### config.mk
export PLATFORM = sky130hd
export DESIGN_NAME = wb_byte_responder_flat
export DESIGN_NICKNAME = d
export VERILOG_FILES = /design/src/rtl/wb_byte_resp_pkg.sv /design/src/rtl/wishbone.sv /design/src/rtl/sync_fifo.sv /design/src/rtl/wb_byte_responder.sv /design/src/flat_wrapper.sv
export SDC_FILE = /design/constraint.sdc
export NUM_CORES = 1
export LEC_CHECK = 0
export BUFFER_PORTS_ARGS = -buffer_cell sky130_fd_sc_hd__buf_2
export CAP_MARGIN = 20
export CORE_MARGIN = 2
export CORE_UTILIZATION = 55
export DETAILED_ROUTE_END_ITERATION = 16
export PLACE_DENSITY = 0.73
export SYNTH_ARGS = -nofsm -noshare
export SYNTH_HDL_FRONTEND = slang
export SYNTH_SLANG_ARGS = --single-unit
### constraint.sdc
create_clock -name clk -period 3.5 [get_ports clk]
set_input_delay 0.175 -clock clk [delete_from_list [all_inputs] [get_ports clk]]
set_output_delay 0.175 -clock clk [all_outputs]
set_load 0.005 [all_outputs]
### src/rtl/wb_byte_resp_pkg.sv
// Shared definitions for the wishbone byte responder: register map,
// STATUS bit layout, CTRL layout and response-register states.
package wb_byte_resp_pkg;

   localparam logic [2:0] REG_DATA   = 3'd0;
   localparam logic [2:0] REG_STATUS = 3'd1;
   localparam logic [2:0] REG_CTRL   = 3'd2;
   localparam logic [2:0] REG_CLR    = 3'd3;

   localparam int ST_RX_NOT_EMPTY = 0;
   localparam int ST_TX_NOT_FULL  = 1;
   localparam int ST_RX_OVERFLOW  = 2;
   localparam int ST_TX_EMPTY     = 3;
   localparam int ST_RX_COUNT_LSB = 8;
   localparam int ST_TX_COUNT_LSB = 16;

   localparam int CLR_RX_OVF_BIT = 2;

   // Packed MSB-first, so rx_irq_en lands on bit 0.
   typedef struct packed {
      logic tx_irq_en;
      logic rx_irq_en;
   } ctrl_t;

   typedef enum logic {
      RS_IDLE = 1'b0,
      RS_RESP = 1'b1
   } resp_state_e;

endpackage

### src/rtl/wishbone.sv
// Wishbone classic bus bundle with master and slave views.
interface wishbone #(
   parameter int ADDR_W = 5,
   parameter int DATA_W = 32
);
   logic              cyc;
   logic              stb;
   logic              we;
   logic [ADDR_W-1:0] adr;
   logic [DATA_W-1:0] dat_w;
   logic [3:0]        sel;
   logic [DATA_W-1:0] dat_r;
   logic              ack;
   logic              err;

   modport slave  (input  cyc, stb, we, adr, dat_w, sel, output dat_r, ack, err);
   modport master (output cyc, stb, we, adr, dat_w, sel, input  dat_r, ack, err);
endinterface

### src/rtl/sync_fifo.sv
// Single-clock FIFO; a push while full is accepted only alongside a pop.
module sync_fifo #(
   parameter  int DEPTH = 16,
   parameter  int WIDTH = 8,
   localparam int PTR_W = $clog2(DEPTH),
   localparam int CNT_W = PTR_W + 1
) (
   input  logic             clk,
   input  logic             rst,
   input  logic             push,
   input  logic             pop,
   input  logic [WIDTH-1:0] wdata,
   output logic [WIDTH-1:0] rdata,
   output logic             full,
   output logic             empty,
   output logic [CNT_W-1:0] count
);

   logic [WIDTH-1:0] mem [DEPTH];
   logic [PTR_W-1:0] wr_ptr;
   logic [PTR_W-1:0] rd_ptr;
   logic [CNT_W-1:0] count_q;
   logic             do_push;
   logic             do_pop;

   assign empty   = (count_q == '0);
   assign full    = (count_q == CNT_W'(DEPTH));
   assign count   = count_q;
   assign rdata   = mem[rd_ptr];
   assign do_pop  = pop & ~empty;
   assign do_push = push & (~full | do_pop);

   always_ff @(posedge clk) begin
      if (do_push) begin
         mem[wr_ptr] <= wdata;
      end
   end

   always_ff @(posedge clk) begin
      if (rst) begin
         wr_ptr  <= '0;
         rd_ptr  <= '0;
         count_q <= '0;
      end else begin
         if (do_push) wr_ptr <= wr_ptr + 1'b1;
         if (do_pop)  rd_ptr <= rd_ptr + 1'b1;
         case ({do_push, do_pop})
            2'b10:   count_q <= count_q + 1'b1;
            2'b01:   count_q <= count_q - 1'b1;
            default: count_q <= count_q;
         endcase
      end
   end

endmodule

### src/rtl/wb_byte_responder.sv
// Wishbone classic responder: DATA writes feed a TX byte stream, DATA reads
// drain an RX byte stream, with STATUS/CTRL/CLR and a level interrupt.
module wb_byte_responder
   import wb_byte_resp_pkg::*;
#(
   parameter int ADDR_W     = 5,
   parameter int DATA_W     = 32,
   parameter int FIFO_DEPTH = 16
) (
   input  logic       clk,
   input  logic       rst,
   wishbone.slave     wb_slave,
   output logic [7:0] tx_data,
   output logic       tx_valid,
   input  logic       tx_ready,
   input  logic [7:0] rx_data,
   input  logic       rx_valid,
   output logic       rx_ready,
   output logic       interrupt
);

   localparam int CNT_W = $clog2(FIFO_DEPTH) + 1;

   resp_state_e       state_q, state_d;
   logic              ack_q, ack_d, err_q, err_d;
   logic [DATA_W-1:0] dat_r_q, dat_r_d;
   ctrl_t             ctrl_q, ctrl_d;
   logic              ovf_q, ovf_clr, irq_q;
   logic [CNT_W-1:0]  stall_q;
   logic              req;
   logic [2:0]        idx;
   logic [DATA_W-1:0] status;

   logic             tx_push, tx_pop, tx_full, tx_empty;
   logic             rx_push, rx_pop, rx_full, rx_empty;
   logic [CNT_W-1:0] tx_count, rx_count;
   logic [7:0]       rx_rdata;
   logic             unused_bits;

   assign unused_bits = ^{wb_slave.adr[1:0], wb_slave.dat_w[DATA_W-1:8], wb_slave.sel[3:1]};

   sync_fifo #(.DEPTH(FIFO_DEPTH), .WIDTH(8)) u_tx_fifo (
      .clk(clk), .rst(rst), .push(tx_push), .pop(tx_pop), .wdata(wb_slave.dat_w[7:0]),
      .rdata(tx_data), .full(tx_full), .empty(tx_empty), .count(tx_count)
   );

   sync_fifo #(.DEPTH(FIFO_DEPTH), .WIDTH(8)) u_rx_fifo (
      .clk(clk), .rst(rst), .push(rx_push), .pop(rx_pop), .wdata(rx_data),
      .rdata(rx_rdata), .full(rx_full), .empty(rx_empty), .count(rx_count)
   );

   assign tx_valid = ~tx_empty;
   assign tx_pop   = tx_valid & tx_ready;
   assign rx_ready = ~rx_full;
   assign rx_push  = rx_valid & rx_ready;

   // Requests are only taken in IDLE, which is exactly when ack and err are low.
   assign idx = wb_slave.adr[4:2];
   assign req = wb_slave.cyc & wb_slave.stb & (state_q == RS_IDLE);

   always_comb begin
      status = '0;
      status[ST_RX_NOT_EMPTY] = ~rx_empty;
      status[ST_TX_NOT_FULL]  = ~tx_full;
      status[ST_RX_OVERFLOW]  = ovf_q;
      status[ST_TX_EMPTY]     = tx_empty;
      status[ST_RX_COUNT_LSB +: CNT_W] = rx_count;
      status[ST_TX_COUNT_LSB +: CNT_W] = tx_count;
   end

   always_comb begin
      state_d = RS_IDLE;
      ack_d   = 1'b0;
      err_d   = 1'b0;
      dat_r_d = '0;
      ctrl_d  = ctrl_q;
      ovf_clr = 1'b0;
      tx_push = 1'b0;
      rx_pop  = 1'b0;
      if (req) begin
         state_d = RS_RESP;
         if (idx[2]) begin
            err_d = 1'b1;
         end else begin
            ack_d = 1'b1;
            case (idx)
               REG_DATA: begin
                  if (wb_slave.we) begin
                     tx_push = wb_slave.sel[0];
                  end else if (!rx_empty) begin
                     rx_pop  = 1'b1;
                     dat_r_d = DATA_W'(rx_rdata);
                  end
               end
               REG_STATUS: if (!wb_slave.we) dat_r_d = status;
               REG_CTRL: begin
                  if (!wb_slave.we)         dat_r_d = DATA_W'(ctrl_q);
                  else if (wb_slave.sel[0]) ctrl_d  = ctrl_t'(wb_slave.dat_w[1:0]);
               end
               REG_CLR: ovf_clr = wb_slave.we & wb_slave.sel[0] & wb_slave.dat_w[CLR_RX_OVF_BIT];
               default: ;
            endcase
         end
      end
   end

   always_ff @(posedge clk) begin
      if (rst) begin
         state_q <= RS_IDLE;
         ack_q   <= 1'b0;
         err_q   <= 1'b0;
         dat_r_q <= '0;
         ctrl_q  <= '0;
         ovf_q   <= 1'b0;
         stall_q <= '0;
         irq_q   <= 1'b0;
      end else begin
         state_q <= state_d;
         ack_q   <= ack_d;
         err_q   <= err_d;
         dat_r_q <= dat_r_d;
         ctrl_q  <= ctrl_d;
         irq_q   <= (ctrl_q.rx_irq_en & ~rx_empty) | (ctrl_q.tx_irq_en & tx_empty);
         // Overflow flags a producer stalled longer than the FIFO could ever absorb.
         if (rx_valid & rx_full) begin
            if (stall_q == CNT_W'(FIFO_DEPTH)) ovf_q <= 1'b1;
            else                               stall_q <= stall_q + 1'b1;
         end else begin
            stall_q <= '0;
         end
         if (ovf_clr) ovf_q <= 1'b0;
      end
   end

   assign wb_slave.ack   = ack_q;
   assign wb_slave.err   = err_q;
   assign wb_slave.dat_r = dat_r_q;
   assign interrupt      = irq_q;

endmodule

### src/flat_wrapper.sv
// flat-port wrapper written by rule: the top's interface ports become plain ports
module wb_byte_responder_flat import wb_byte_resp_pkg::*;
#(
   parameter int ADDR_W     = 5,
   parameter int DATA_W     = 32,
   parameter int FIFO_DEPTH = 16
)
  (clk, rst, tx_data, tx_valid, tx_ready, rx_data, rx_valid, rx_ready, interrupt, wb_slave_cyc, wb_slave_stb, wb_slave_we, wb_slave_adr, wb_slave_dat_w, wb_slave_sel, wb_slave_dat_r, wb_slave_ack, wb_slave_err);
  wishbone #(.ADDR_W(ADDR_W), .DATA_W(DATA_W)) wb_slave_i ();
  input  logic clk;
  input  logic rst;
  output logic [7:0] tx_data;
  output logic tx_valid;
  input  logic tx_ready;
  input  logic [7:0] rx_data;
  input  logic rx_valid;
  output logic rx_ready;
  output logic interrupt;
  input wire logic [$bits(wb_slave_i.cyc)-1:0] wb_slave_cyc;
  input wire logic [$bits(wb_slave_i.stb)-1:0] wb_slave_stb;
  input wire logic [$bits(wb_slave_i.we)-1:0] wb_slave_we;
  input wire logic [$bits(wb_slave_i.adr)-1:0] wb_slave_adr;
  input wire logic [$bits(wb_slave_i.dat_w)-1:0] wb_slave_dat_w;
  input wire logic [$bits(wb_slave_i.sel)-1:0] wb_slave_sel;
  output wire logic [$bits(wb_slave_i.dat_r)-1:0] wb_slave_dat_r;
  output wire logic [$bits(wb_slave_i.ack)-1:0] wb_slave_ack;
  output wire logic [$bits(wb_slave_i.err)-1:0] wb_slave_err;
  assign wb_slave_i.cyc = wb_slave_cyc;
  assign wb_slave_i.stb = wb_slave_stb;
  assign wb_slave_i.we = wb_slave_we;
  assign wb_slave_i.adr = wb_slave_adr;
  assign wb_slave_i.dat_w = wb_slave_dat_w;
  assign wb_slave_i.sel = wb_slave_sel;
  assign wb_slave_dat_r = wb_slave_i.dat_r;
  assign wb_slave_ack = wb_slave_i.ack;
  assign wb_slave_err = wb_slave_i.err;
  wb_byte_responder #(.ADDR_W(ADDR_W), .DATA_W(DATA_W), .FIFO_DEPTH(FIFO_DEPTH)) u_core (.clk(clk), .rst(rst), .wb_slave(wb_slave_i), .tx_data(tx_data), .tx_valid(tx_valid), .tx_ready(tx_ready), .rx_data(rx_data), .rx_valid(rx_valid), .rx_ready(rx_ready), .interrupt(interrupt));
endmodule
==> results.md <==
- Status: complete, no violations
- Port buffer count: 57
- CORE AREA: 22700 um^2
- Internal Power: ~6200 uW
- Final Max Slew Viols: 0
- Vias in the first global route: approximately 6.8k
- Post-detail-place hpwl: between 15000 and 20000 um
- Worst-margin pin slew: a little over 0.9 ns
- Initial antenna violation count: 0
- Die W: approximately 160 um
- Clk network pwr share: 0.440
- Clk sink count: 320
- Arr. time, crit path: 3.64 ns
- Reg2Reg Depth: 11
- Die ar.: around 24000 um^2
- Post-route DRC: 0
- Seq/Total Area, Yosys: 0.703
- Cell Rows: 55
- I/O Pins: just over 100
- CTS resizes: 0
- Kind of critical path: reg2reg
- Filler Cell Count: about 1.6k
- Sequential Power Share: 0.536
- Setup TNS: 0 ns
- Area Growth Syn to Fin: 14.2%
- DRT Wirelength: 25700 um
- CTS max path bufs: 3
- Gate count of the mapped netlist: just over 700
- Area share of the largest cell type after synthesis: 0.603
- Root Buffer: clkbuf_16
- Yosys top cell by area: edfxtp_1
- Area of placed instances: 13500 um^2
- Yosys Warn Count: 0
- RSZ-0062 raised after global routing: false
- DR iter-0 viols: 604
- Via density: 5.88
- Remaining antenna violation count: 0
- Period minus WS final: approximately 3.2 ns
- Mean routed wirelength per cell: 22.7 um
- Primary FF master, synth: edfxtp_1
- Yosys cell types: 61
- Switching Fraction: 0.197
- Switch Pwr: 1530 uW
- TritonCTS Buffers: 34
- Fin worst setup slack: between 0.2 and 0.3 ns
- Startpoint types: register
- Pin count of the biggest net entering global routing: 42
- Peak VDD IR: approximately 0.52 mV
- Worst skew pair latency: ~0.5 ns
- Reg clk slew, reported paths: approximately 0.060 ns
- Total of max-cap violations: 0
- DP Worst Slack: approximately 0.32 ns
- Peak Freq: just over 300 MHz
- Hold WC Path Type: in2reg
- Grt ovf: 0
- Final period util: 0.927
- All-Layer GR Usage: 0.214
- Antenna cells: 0
- Share of cells above drive strength 1: 0.265
- Power Density: about 530 nW/um^2
- CTS tree: built
- WHS Path Cells: 3
- CP required: 3.90 ns
- Post-synth EDFFs: between 200 and 300
- Max transition margin: 0.376
- Mean post-synth cell area: approximately 18 um^2
- GPL Wtd Cong: 0.808
- Post-synth ARST share: 0
- FF+latch count, synth: between 300 and 400
- Layout net count: 896
- Worst Clk Skew: 0.0156 ns
- H-tree depth: 2
- Finished Core Util: 0.642
- Setup Viol. Count Final: 0
- Leakage: between 0.004 and 0.005 uW
- First-pass GRT wire length: 38700 um
- Top cells by area, synth: edfxtp_1 (60%), mux4_2 (12%), dfxtp_1 (10%)
- Netlist Area Pre-Place: 12800 um^2
- Initial Util: 0.562
- Vias post-DR: roughly 6.6k
- Combinational share of power: 0.024
- Design area: around 15000 um^2
- Critical Path Fanout Max: 5
- Number of iterations in the first detailed-routing pass: 5
- Hold_ws: 0.0168 ns
- Worst setup EP type: register
- Final Hold Vio Count: 0
- Die Y: 156 um
==> logic make-up after synthesis <==
kind of cell	Yosys count	synth area share
buf+inv	69	0.0282
xor+xnor	21	0.0144
compound gates	43	0.0246
flops	320	0.703
simple gates	156	0.0624
other cells	1	0.000294
mux	89	0.146
fa+ha+maj	21	0.0212
==> repair_timing <==
action / CTS / global route
endpoints found under the hold margin: 3 / 0
hold buffers: 2 / 0
setup buffers: 0 / 0
setup endpoints to repair: 0 / 0
==> state kept, by name (all words and copies together), names as in the netlist, 2 cells and up, named ones only <==
register / count
u_core.u_tx_fifo.count: 5
u_core.ctrl_q: 2
u_core.u_tx_fifo.wr_ptr: 4
u_core.u_rx_fifo.wr_ptr: 4
u_core.u_tx_fifo.mem: 128
u_core.u_rx_fifo.mem: 128
u_core.u_rx_fifo.rd_ptr: 4
u_core.stall_q: 5
u_core.u_rx_fifo.count: 5
u_core.u_tx_fifo.rd_ptr: 4
u_core.wb_slave.dat_r: 18
==> through the flow <==
| step | std cells | total power (uW) |
|---|---|---|
| global placement | 1066 | 4400 |
| CTS | 1129 | 7790 |
| finish | 1129 | 7740 |
| detailed placement | 1066 | 4410 |
| global route | 1129 | 7960 |
| floorplan | 733 | 4330 |
==> worst paths after layout <==
check             slack, ns                         to                      start
setup / recovery       0.26  u_core.u_tx_fifo.count[4]  u_core.u_tx_fifo.count[0]
hold / removal         0.02        u_core.wb_slave.ack               wb_slave_stb
setup reg to reg       0.26  u_core.u_tx_fifo.count[4]  u_core.u_tx_fifo.count[0]
hold reg to reg        0.49   u_core.wb_slave.dat_r[2]               u_core.ovf_q
==> synthesized netlist by cell type, types with 3 or more instances <==
master,n
xor2_1,13
dfxtp_1,64
a211oi_1,9
a21oi_1,11
and2_1,8
inv_1,17
mux4_2,67
nand2_1,22
clkbuf_1,18
mux4_1,8
buf_2,8
nor2_1,68
edfxtp_1,256
nand4_1,3
mux2i_1,12
buf_4,16
nand3b_1,5
o21ai_0,4
nor2b_1,6
nand3_1,7
ha_1,20
xnor2_1,8
nand2b_1,7
buf_1,5
nor3_1,13
==> power groups by stage <==
stage	sequential [uW]	combinational, uW	clock, uW
2_1_floorplan	4220	113	0
3_3_place_gp	4220	175	0
6_report	4150	188	3400
4_1_cts	4140	189	3460
5_1_grt	4150	206	3610
3_5_place_dp	4230	187	0
==> placed cells by master (no fill, tap or decap), types with 14 or more instances in the layout <==
cell type  Yosys  final
clkbuf_16      0     34
edfxtp_1     256    256
buf_2          8     57
nand2_1       22     22
buf_4         16     40
mux4_2        67     67
nor2_1        68     68
inv_1         17     17
dfxtp_1       64     63
conb_1         1     14
ha_1          20     20
==> critical path, cell delays in order, from the launching register on <==
cell and delay (ns):
dfxtp_1 0.42, nor4_2 0.09, buf_4 0.15, a21boi_1 0.39, ha_1 0.33, inv_1 0.12, fa_1 0.47, nor2b_1 0.17
o21ai_0 0.15, nand3_1 0.11, or3b_2 0.46, mux2_2 0.28
==> per-layer routing <==
metal,up-vias,GRT usage,part of all wire
met5,-,0,0
met4,0,0.0721,0.027
met3,61,0.0357,0.058
met2,221,0.393,0.54
met1,3390,0.255,0.37
li1,2968,-,-
==> area by class of cell <==
type,count,area (um^2),area share
Clock buffer,45,922,0.0633
Clock inverter,16,145,0.00996
Inverter,19,71.3,0.00490
Multi-Input combinational cell,344,3480,0.239
Sequential cell,320,8970,0.616
Tap cell,285,357,0.0245
Timing Repair Buffer,100,626,0.0429
Power figures use the tool's default switching activity.
